--- src/rtl/controlador_alertas.sv ---
//==============================================================================
// Module  : controlador_alertas
// Brief   : Qualifies and latches decoder alarm levels into timed, registered
//           buzzer / indicator / ventilator / light commands.
// Revision: 1.0 - initial release
//==============================================================================
`default_nettype none

module controlador_alertas #(
    parameter int DIV        = 50000,
    parameter int N_VALID    = 4,
    parameter int T_GRAVE    = 2,
    parameter int T_LEVE     = 8,
    parameter int T_SILENCIO = 16,
    parameter int T_VENT_MIN = 32
) (
    input  logic       clk,
    input  logic       reset,
    input  logic       AlarmSonGrave,
    input  logic       AlarmSonLeve,
    input  logic       Ventilacion,
    input  logic       Iluminacion,
    input  logic       Reconocer,
    output logic       Zumbador,
    output logic       LedGrave,
    output logic       LedLeve,
    output logic       Ventilador,
    output logic       Luz,
    output logic [1:0] Estado
);

    typedef enum logic [1:0] {
        REPOSO   = 2'd0,
        LEVE     = 2'd1,
        GRAVE    = 2'd2,
        SILENCIO = 2'd3
    } estado_t;

    localparam logic [15:0] c_div_last = 16'(DIV - 1);
    localparam logic [15:0] c_nvalid   = 16'(N_VALID);
    localparam logic [15:0] c_tg_last  = 16'(T_GRAVE - 1);
    localparam logic [15:0] c_tl_last  = 16'(T_LEVE - 1);
    localparam logic [15:0] c_sil_last = 16'(T_SILENCIO - 1);
    localparam logic [15:0] c_vent_min = 16'(T_VENT_MIN);

    logic [15:0] r_pre;
    logic [15:0] r_gcnt;
    logic [15:0] r_lcnt;
    logic [15:0] r_sil;
    logic [15:0] r_cad;
    logic [15:0] r_hold;
    estado_t     r_state;
    estado_t     w_next;
    logic        r_sev_grave;
    logic        w_next_sev_grave;
    logic        w_tick;
    logic        w_gq;
    logic        w_lq;
    logic        w_next_alarm;
    logic        w_entry;
    logic [15:0] w_cad_last;

    assign w_tick = (r_pre == c_div_last);
    assign w_gq   = (r_gcnt == c_nvalid);
    assign w_lq   = (r_lcnt == c_nvalid);
    assign Estado = r_state;

    always_ff @(posedge clk) begin
        if (reset) begin
            r_pre  <= 16'd0;
            r_gcnt <= 16'd0;
            r_lcnt <= 16'd0;
        end else begin
            r_pre <= w_tick ? 16'd0 : r_pre + 16'd1;
            if (w_tick) begin
                if (!AlarmSonGrave)
                    r_gcnt <= 16'd0;
                else if (r_gcnt != c_nvalid)
                    r_gcnt <= r_gcnt + 16'd1;
                if (!AlarmSonLeve)
                    r_lcnt <= 16'd0;
                else if (r_lcnt != c_nvalid)
                    r_lcnt <= r_lcnt + 16'd1;
            end
        end
    end

    always_ff @(posedge clk) begin
        if (reset) begin
            r_state     <= REPOSO;
            r_sev_grave <= 1'b0;
        end else begin
            r_state     <= w_next;
            r_sev_grave <= w_next_sev_grave;
        end
    end

    // sev only changes on entry to SILENCIO; the alarm stays latched otherwise
    always_comb begin
        w_next           = r_state;
        w_next_sev_grave = r_sev_grave;
        case (r_state)
            REPOSO: begin
                if (w_gq)
                    w_next = GRAVE;
                else if (w_lq)
                    w_next = LEVE;
            end
            LEVE: begin
                if (w_gq) begin
                    w_next = GRAVE;
                end else if (Reconocer) begin
                    w_next           = SILENCIO;
                    w_next_sev_grave = 1'b0;
                end
            end
            GRAVE: begin
                if (Reconocer) begin
                    w_next           = SILENCIO;
                    w_next_sev_grave = 1'b1;
                end
            end
            SILENCIO: begin
                if (!r_sev_grave && w_gq)
                    w_next = GRAVE;
                else if (w_tick && (r_sil == c_sil_last))
                    w_next = REPOSO;
            end
            default: w_next = REPOSO;
        endcase
    end

    assign w_next_alarm = (w_next == LEVE) || (w_next == GRAVE);
    assign w_entry      = w_next_alarm && (w_next != r_state);
    assign w_cad_last   = (r_state == GRAVE) ? c_tg_last : c_tl_last;

    always_ff @(posedge clk) begin
        if (reset) begin
            r_sil    <= 16'd0;
            r_cad    <= 16'd0;
            Zumbador <= 1'b0;
            LedGrave <= 1'b0;
            LedLeve  <= 1'b0;
        end else begin
            LedGrave <= (w_next == GRAVE) || ((w_next == SILENCIO) && w_next_sev_grave);
            LedLeve  <= (w_next == LEVE)  || ((w_next == SILENCIO) && !w_next_sev_grave);

            if ((r_state == SILENCIO) && (w_next == SILENCIO)) begin
                if (w_tick)
                    r_sil <= r_sil + 16'd1;
            end else begin
                r_sil <= 16'd0;
            end

            if (w_entry) begin
                Zumbador <= 1'b1;
                r_cad    <= 16'd0;
            end else if (w_next_alarm) begin
                if (w_tick) begin
                    if (r_cad == w_cad_last) begin
                        Zumbador <= ~Zumbador;
                        r_cad    <= 16'd0;
                    end else begin
                        r_cad <= r_cad + 16'd1;
                    end
                end
            end else begin
                Zumbador <= 1'b0;
                r_cad    <= 16'd0;
            end
        end
    end

    // Hold time restarts while the request is present, so the minimum applies after release
    always_ff @(posedge clk) begin
        if (reset) begin
            Ventilador <= 1'b0;
            r_hold     <= 16'd0;
            Luz        <= 1'b0;
        end else begin
            Luz <= Iluminacion;
            if (Ventilacion) begin
                Ventilador <= 1'b1;
                r_hold     <= 16'd0;
            end else if (Ventilador) begin
                if (r_hold == c_vent_min)
                    Ventilador <= 1'b0;
                else if (w_tick)
                    r_hold <= r_hold + 16'd1;
            end
        end
    end

endmodule

`default_nettype wire
--- config.mk ---
export PLATFORM = sky130hd
export DESIGN_NAME = controlador_alertas
export DESIGN_NICKNAME = d
export VERILOG_FILES = /design/src/rtl/controlador_alertas.sv
export SDC_FILE = /design/constraint.sdc
export NUM_CORES = 1
export LEC_CHECK = 0
export BUFFER_PORTS_ARGS = -buffer_cell sky130_fd_sc_hd__buf_2
export CAP_MARGIN = 20
export CORE_ASPECT_RATIO = 1.5
export CORE_MARGIN = 3
export CORE_UTILIZATION = 46
export DETAILED_ROUTE_END_ITERATION = 8
export PLACE_DENSITY = 0.66
export SETUP_SLACK_MARGIN = 0.1
export SYNTH_ARGS = -nofsm -noshare
export SYNTH_HDL_FRONTEND = slang
export SYNTH_SLANG_ARGS = --single-unit
--- constraint.sdc ---
create_clock -name clk -period 6.9 [get_ports clk]
set_clock_uncertainty 0.1 [all_clocks]
set_input_delay 0.69 -clock clk [delete_from_list [all_inputs] [get_ports clk]]
set_output_delay 0.69 -clock clk [all_outputs]
set_load 0.05 [all_outputs]
==> impl_results.md, run 1 <==
- Status: finished clean
- Synth Area in Simple Gates: 0.298
- Post-synthesis adder-cell area fraction: 0.0387
- Mux cell area share after synthesis: 0.00193
- Clock Sinks: 104
- Complex-gate fraction of the synthesized area: 0.0993
- Most used DFF post-synth: dfxtp_1
- Final period utilization: 0.506
- Final setup fails: 0
- Mapped cell area: 5180 um^2
- H-tree depth: 3
- Skew-Pair Late Insertion Delay: 350 ps
- CP Data Required Time: 7070 ps
- I/O Pins: 14
- Synth cell types: 60
- Slew Limit Fails: 0
- WP buf/inv: 2
- Total grt overflow: 0
- Hold Path Depth: 1
- Layout Area Growth over Synthesis: 9.28%
- Syn Inst Count: 604
- Clk pin slew, worst setup/hold paths: 60 ps
- CP startpoint kind: flip-flop
- Reg2Reg Depth: 12
- Root Driver: clkbuf_16
- Least-Margin Pin Slew: 885 ps
- Ratio of cells with drive above 1 in the final layout: 0.0744
- Sw frac: 0.228
- WHS Endpoint: r_pre[0]$_SDFF_PP0_
- Hold Path Class: reg2reg
- Net Count, Synth: 627
- Area of the multi-input gates: 2900 um^2
- Die width: 92.6 um
- Drt wl/cell: 13.7 um
- Syn. warnings: 0
- Register area share after synthesis: 0.402
- Met2 usage: 0.331
- Max Fanout on Critical Path: 11
- GP Congestion: 0.827
- Pwr dens: 209 nW/um^2
- Post-CTS Setup Bufs: 0
- Reg power frac: 0.514
- Lkg Pwr: 1.96 nW
- Xor/xnor share of the synthesized area: 0.120
- Final nets: 637
- CP cell instances: inv_1 > ha_1 > nor4b_1 > nand4_1 > o211ai_1 > a21oi_1 > or3_1 > inv_1 > ha_1 > nand2_1 > a21oi_1 > nor3b_1
- Max Root-Sink Buffers: 2
- Hold Startpoint: r_pre[0]$_SDFF_PP0_
- Port buffer count: 13
- Endpoint class of the critical path: flip-flop
- Met1 usage: 0.196
- Slew margin rel.: 0.406
- Reg2reg end: r_cad[14]$_SDFFE_PP0P_
- Clock share of power: 0.425
- EDFF count, synth: 0
- Initial antenna violation count: 0
- Setup CP Type: reg2reg
- Vias/cell: 5.48
- Worst-path cell with the longest stage delay: a21oi_1
- Max-cap violations: 0
- GRT Total Usage: 0.178
- Slowest stage delay, CP: 570 ps
- CTS buffer count: 9
- Final Cell Area: 5660 um^2
- Min cycle time layout: 3490 ps
- Peak VDD IR: 0.000126 V
- Register bit count reported by yosys: 104
- Largest family of logic cells by synthesized area: simple AND/OR/NAND/NOR gates
- First-pass GRT wire length: 18500 um
- Area after DPL: 5370 um^2
- Die Area: 12600 um^2
- Fillcell total: 1016
- Comb power frac: 0.060
- Fmax: 286 MHz
- Async SR Flop Fraction: 0
- TritonRoute pass-1 iters: 4
- Crit Reg-Reg Startpoint: r_gcnt[0]$_SDFFE_PP0P_
- HPWL after DPL: 7610 um
- Switching pwr: 0.270 mW
- TNS Setup: 0 ps
- Hold Vio Cnt, Final: 0
- FF-to-FF setup slack: 3410 ps
- Crit-path leading delay family: simple AND/OR/NAND/NOR gates
- Number of global-route vias before repair: 4206
- # DRC: 0
- Synth Area per Inst: 8.57 um^2
- Core area: 10800 um^2
- Crit path arrival time: 3660 ps
- Setup crit start: r_gcnt[0]$_SDFFE_PP0P_
- DRT iter0 DRCs: 119
- Largest net degree at the start of global routing: 21
- Register area: 2080 um^2
- RSZ-0062 raised after global routing: no
- WL final: 10400 um
- Die Height: 136 um
- Gr busiest metal: met2
- CTS tree: yes
- Pint: 0.913 mW
- CTS resizes: 0
- CTS hold repair buffers: 0
- N_diodes: 0
- Vias: 4173
- Num rows: 46
- Final ANT Viol Nets: 0
- Initial core utilization: 0.481
- GRT met3 Usage: 0.0365
-- stage by stage --
stage / utilization / hold slack [ps] / power, mW / cells / setup WS (ps)
floorplan: - / 313 / 0.674 / 604 / 4000
global placement: 0.499 / 329 / 0.691 / 747 / 3570
detailed placement: 0.499 / 338 / 0.694 / 747 / 3420
CTS: 0.526 / 347 / 1.20 / 762 / 3400
global route: 0.526 / 362 / 1.23 / 762 / 3010
finish: 0.526 / 341 / 1.18 / 762 / 3410
-- Yosys cell counts (2+ instances only) --
cell | instances | share of area
and3_1 | 25 | 0.030
o2111ai_4 | 2 | 0.010
nand4_2 | 2 | 0.0048
or3_1 | 15 | 0.018
ha_1 | 16 | 0.039
nor2_1 | 83 | 0.060
nand3_1 | 25 | 0.024
nor4b_1 | 4 | 0.0068
xor2_1 | 34 | 0.058
and2_1 | 4 | 0.0048
nor4_2 | 2 | 0.0048
nor3_1 | 17 | 0.016
nor4bb_1 | 2 | 0.0039
and4_1 | 6 | 0.010
a211oi_1 | 4 | 0.0058
clkbuf_1 | 10 | 0.0073
o211ai_1 | 4 | 0.0058
buf_4 | 3 | 0.0044
nand2_1 | 41 | 0.030
inv_1 | 32 | 0.023
a21oi_1 | 29 | 0.028
nor4_1 | 12 | 0.015
nor2b_1 | 2 | 0.0024
nor4_4 | 2 | 0.0082
o21ai_0 | 24 | 0.023
buf_2 | 2 | 0.0019
dfxtp_1 | 104 | 0.40
xnor2_1 | 37 | 0.063
nor3b_1 | 4 | 0.0058
nand4_1 | 27 | 0.033
-- cell families after synthesis --
logic type | Yosys count
AO/OA/AOI/OAI | 78
AND/OR/NAND/NOR | 285
buffers and inverters | 49
flip-flops | 104
XOR/XNOR | 71
multiplexers | 1
adder cells (fa/ha/maj) | 16
-- how the worst max path moves through the flow --
stage	cells past startpoint	endpoint	slack, ps
2_1_floorplan	13	r_cad[14]$_SDFFE_PP0P_	4000
3_3_place_gp	12	r_cad[15]$_SDFFE_PP0P_	3570
3_5_place_dp	12	r_cad[14]$_SDFFE_PP0P_	3420
4_1_cts	12	r_cad[14]$_SDFFE_PP0P_	3400
5_1_grt	12	r_cad[14]$_SDFFE_PP0P_	3010
6_report	12	r_cad[14]$_SDFFE_PP0P_	3410
-- power by group through the flow --
stage | sequential [mW] | clock (mW) | combinational, mW
after global routing | 0.608 | 0.541 | 0.0795
after CTS | 0.608 | 0.517 | 0.0719
after detailed placement | 0.622 | 0 | 0.0715
after floorplan | 0.631 | 0 | 0.0424
after global placement | 0.622 | 0 | 0.0692
final | 0.608 | 0.503 | 0.0714
-- worst reg2reg max path: stages (launching register included) --
cell and delay, ps:
dfxtp_1 340, inv_1 90, ha_1 140, nor4b_1 270
nand4_1 340, o211ai_1 380, a21oi_1 160, or3_1 430
inv_1 100, ha_1 120, nand2_1 140, a21oi_1 570
nor3b_1 250
-- registers in the layout, indices dropped and copies added, names as in the netlist, 2 cells and up --
signal and cells:
r_pre 16, r_gcnt 16, r_lcnt 16, Estado 2
r_sil 16, r_cad 16, r_hold 16
-- final cells by class --
type                       count  share of cell area
timing repair buffer          16              0.0155
sequential                   104               0.368
clock buffer                  12              0.0436
inverter                      32              0.0212
clock inverter                 3             0.00752
tap                          144              0.0319
multi-input combinational    451               0.512
-- placed cells by master (no fill, tap or decap), types with 15 or more instances in the layout --
cell type and n:
dfxtp_1 104, nor2_1 83, nand2_1 41, xnor2_1 37, xor2_1 34, inv_1 32
a21oi_1 29, nand4_1 27, nand3_1 25, and3_1 25, o21ai_0 24, nor3_1 17
ha_1 16, or3_1 15
-- layer usage --
layer	part of all wire	vias to the layer above
met3	0.017	12
met2	0.53	31
met5	0	-
met1	0.43	2000
li1	-	2130
met4	0.017	0
Power figures use the tool's default switching activity.
==> run 2: changes to the inputs <==
--- a/config.mk
+++ b/config.mk
@@ -5,6 +5,7 @@
 export SDC_FILE = /design/constraint.sdc
 export NUM_CORES = 1
 export LEC_CHECK = 0
+export ABC_AREA = 1
 export BUFFER_PORTS_ARGS = -buffer_cell sky130_fd_sc_hd__buf_2
 export CAP_MARGIN = 20
 export CORE_ASPECT_RATIO = 1.5
==> constraint.sdc (replaced) <==
create_clock -name clk -period 3.47 [get_ports clk]
set_clock_uncertainty 0.1 [all_clocks]
set_input_delay 0.347 -clock clk [delete_from_list [all_inputs] [get_ports clk]]
set_output_delay 0.347 -clock clk [all_outputs]
set_load 0.05 [all_outputs]
==> run 2 against run 1 <==
Critical path depth grew 4. Highest routed layer unchanged. Sequential power grew 100%. Final cell count grew 32%. Setup slack lost 2500 ps. Combinational power grew to 6.1 times the previous value. Clock power grew 88%. Hold slack lost 230 ps. Largest power group unchanged. Global-route usage grew 0.42 points. Synthesized cell count grew 38%. Sequential cell count is the same. Non-clock buffer count shrank 1. Register-to-register slack lost 2500 ps.
==> impl_results.md, run 2 <==
- Syn Inst Count: 836 (+38%)
- WL final: 11900 um (+14%)
- CP cell instances: inv_1 > ha_1 > nand3_1 > nor2_1 > nand2_1 > nand2_1 > nand3_1 > nand2_1 > nand2_1 > nand2_2 > inv_1 > ha_1 > nand3_1 > inv_1 > o21ai_0 > a21oi_1
- Final nets: 872 (+37%)
- Post-synth top cells: nand2_1 (159), nor2_1 (121), dfxtp_1 (104)
- WL met1: 5330 um (+18%)
- Largest net degree at the start of global routing: 29 (+38%)
- Area after DPL: 5920 um^2 (+10%)
- Syn. warnings: 0 (unchanged)
- Most common cell after layout, fill and taps aside: nand2_1
- EDFF count, synth: 0 (unchanged)
- Number of global-route vias before repair: 4952 (+18%)
- Top cell type by total area after synthesis: dfxtp_1
- Min cycle time layout: 2590 ps (-908 ps)
- Most frequent cells in the layout: nand2_1 (159), nor2_1 (121), dfxtp_1 (104)
- Most used DFF post-synth: dfxtp_1
- CTS tree: yes
- Slew margin rel.: 0.687 (+0.281)
- CP endpoint: r_sil[3]$_SDFFE_PP0P_
- DR WL met2: 5970 um (+7.6%)
- Crit. path cell count: 16 (+4)
- Vias/cell: 5.11 (-6.6%)
- Initial antenna violation count: 0 (unchanged)
- Final Cell Area: 6190 um^2 (+9.4%)
- Core area: 12100 um^2 (+12%)
- Setup CP Type: reg2reg
- Clock Sinks: 104 (unchanged)
- Most frequent CP cell: nand2_1
- First-pass GRT wire length: 21200 um (+15%)
- Top-count cell post-synth: nand2_1
- Complex-gate fraction of the synthesized area: 0.0879 (-0.0115)
- Mux cell area share after synthesis: 0 (-0.00193)
- Largest family of logic cells by synthesized area: simple AND/OR/NAND/NOR gates
- Hold Vio Cnt, Final: 0 (unchanged)
- Slew Limit Fails: 0 (unchanged)
- Share of the synthesized area in the top cell type: 0.365 (-0.0376)
- Root Driver: clkbuf_16
- Fillcell total: 1237 (+22%)
- CTS resizes: 0 (unchanged)
- Die Area: 13800 um^2 (+9.7%)
- # DRC: 0 (unchanged)
- DR top layer: met4
- Skew-Pair Late Insertion Delay: 340 ps (about the same)
- CTS buffer count: 9 (unchanged)
- I/O Pins: 14 (unchanged)
- Placed Cells: 991 (+33%)
- Mapped cell area: 5710 um^2 (+10%)
- WHS: 114 ps (-227 ps)
- Lkg Pwr: 2.23 nW (+14%)
- Synth Area per Inst: 6.83 um^2 (-20%)
- Setup crit start: r_gcnt[0]$_SDFFE_PP0P_
- TritonRoute pass-1 iters: 4 (unchanged)
- Peak VDD IR: 0.000210 V (+67%)
- CP Data Required Time: 3640 ps (-3430 ps)
- CTS hold repair buffers: 0 (unchanged)
- Drt wl/cell: 11.9 um (-13%)
- HPWL after DPL: 9100 um (+20%)
- Fmax: 387 MHz (+35%)
- Final worst slack: 884 ps (-2520 ps)
- Final period utilization: 0.745 (+0.239)
- Register bit count reported by yosys: 104 (unchanged)
- Reg2reg end: r_sil[3]$_SDFFE_PP0P_
- RSZ-0062 raised after global routing: no
- Least-Margin Pin Slew: 468 ps (-417 ps)
- Hold Path Class: in2reg
- Num rows: 49 (+6.5%)
- Net Count, Synth: 859 (+37%)
- Ranking of synthesized cells by area: dfxtp_1 (36%), nand2_1 (10%), nor2_1 (8.0%), inv_1 (6.6%), xor2_1 (6.0%)
- Die Height: 142 um (+4.8%)
- WP buf/inv: 3 (+1)
- Post-layout util: 0.513 (-0.0130)
- Endpoint class of the critical path: flip-flop
- CP startpoint kind: flip-flop
- TNS Setup: 0 ps (unchanged)
- Reg2Reg Depth: 16 (+4)
- Post-CTS Setup Bufs: 0 (unchanged)
- DRT iter0 DRCs: 224 (+88%)
- Routed wl met3: 352 um (+100%)
- Vias: 5140 (+23%)
- Crit path arrival time: 2760 ps (-900 ps)
- Post-synthesis adder-cell area fraction: 0.0351 (-0.00361)
- Crit Reg-Reg Startpoint: r_gcnt[0]$_SDFFE_PP0P_
- GP Congestion: 0.828 (about the same)
- Crit-path leading delay family: simple AND/OR/NAND/NOR gates
- Register area share after synthesis: 0.365 (-0.0376)
- H-tree depth: 3 (unchanged)
- Pwr dens: 424 nW/um^2 (+100%)
- Synth Area in Simple Gates: 0.364 (+0.0660)
- Max Root-Sink Buffers: 2 (unchanged)
- Slowest stage delay, CP: 390 ps (-180 ps)
- Non-Filler Instances: 1005 (+32%)
- N_diodes: 0 (unchanged)
- Max-cap violations: 0 (unchanged)
- Async SR Flop Fraction: 0 (unchanged)
- Xor/xnor share of the synthesized area: 0.0675 (-0.0526)
- Initial core utilization: 0.473 (-0.00823)
- Setup WS pre-CTS: 906 ps (-2520 ps)
- Design Power: 2.62 mW (+120%)
- Status: finished clean
- Worst-path cell with the longest stage delay: dfxtp_1
- Die width: 97.0 um (+4.7%)
- Max Fanout on Critical Path: 10 (-1)
- Total grt overflow: 0 (unchanged)
- GRT Total Usage: 0.183 (+0.00419)
- Final setup fails: 0 (unchanged)
- Final ANT Viol Nets: 0 (unchanged)
- FF-to-FF setup slack: 880 ps (-2520 ps)
- Ratio of cells with drive above 1 in the final layout: 0.0716 (-0.00284)
- Synth cell types: 34 (-43%)
- Port buffer count: 13 (unchanged)
- Clk pin slew, worst setup/hold paths: 60 ps (about the same)
- Layout Area Growth over Synthesis: 8.44%
## run 2: layer usage
metal,global-route usage,vias up
li1,-,2749
met1,0.208,2312
met2,0.331,57
met3,0.0343,22
met4,0.0799,0
met5,0,-
## run 2: tightest hold or removal path, cell delays in order
cell	delay, ps
buf_2	70
inv_1	30
nor2_1	60
## run 2: power by group
group,internal (mW),switching [mW],leakage [nW]
registers,1.22,0.0234,0.839
logic,0.118,0.319,1.26
clock network,0.538,0.406,0.135
total,1.87,0.748,2.23
## run 2: worst min-delay path by stage
stage | start | end | cells after the start
2_1_floorplan | r_pre[0]$_SDFF_PP0_ | r_pre[0]$_SDFF_PP0_ | 1
3_3_place_gp | r_pre[0]$_SDFF_PP0_ | r_pre[0]$_SDFF_PP0_ | 1
3_5_place_dp | r_pre[0]$_SDFF_PP0_ | r_pre[0]$_SDFF_PP0_ | 1
4_1_cts | Iluminacion | Luz$_SDFF_PP0_ | 3
5_1_grt | Iluminacion | Luz$_SDFF_PP0_ | 3
6_report | Iluminacion | Luz$_SDFF_PP0_ | 3
## run 2: cells by family after synthesis
family          after synthesis
xor+xnor                     44
compound gates               96
simple gates                457
flops                       104
fa+ha+maj                    16
buf+inv                     119
## run 2: final cells by class
class | instances | area (um^2) | area share
Sequential cell | 104 | 2080 | 0.336
Inverter | 106 | 398 | 0.0643
Timing Repair Buffer | 15 | 80.1 | 0.0129
Clock buffer | 14 | 274 | 0.0443
Tap cell | 153 | 191 | 0.0309
Multi-Input combinational cell | 613 | 3170 | 0.511
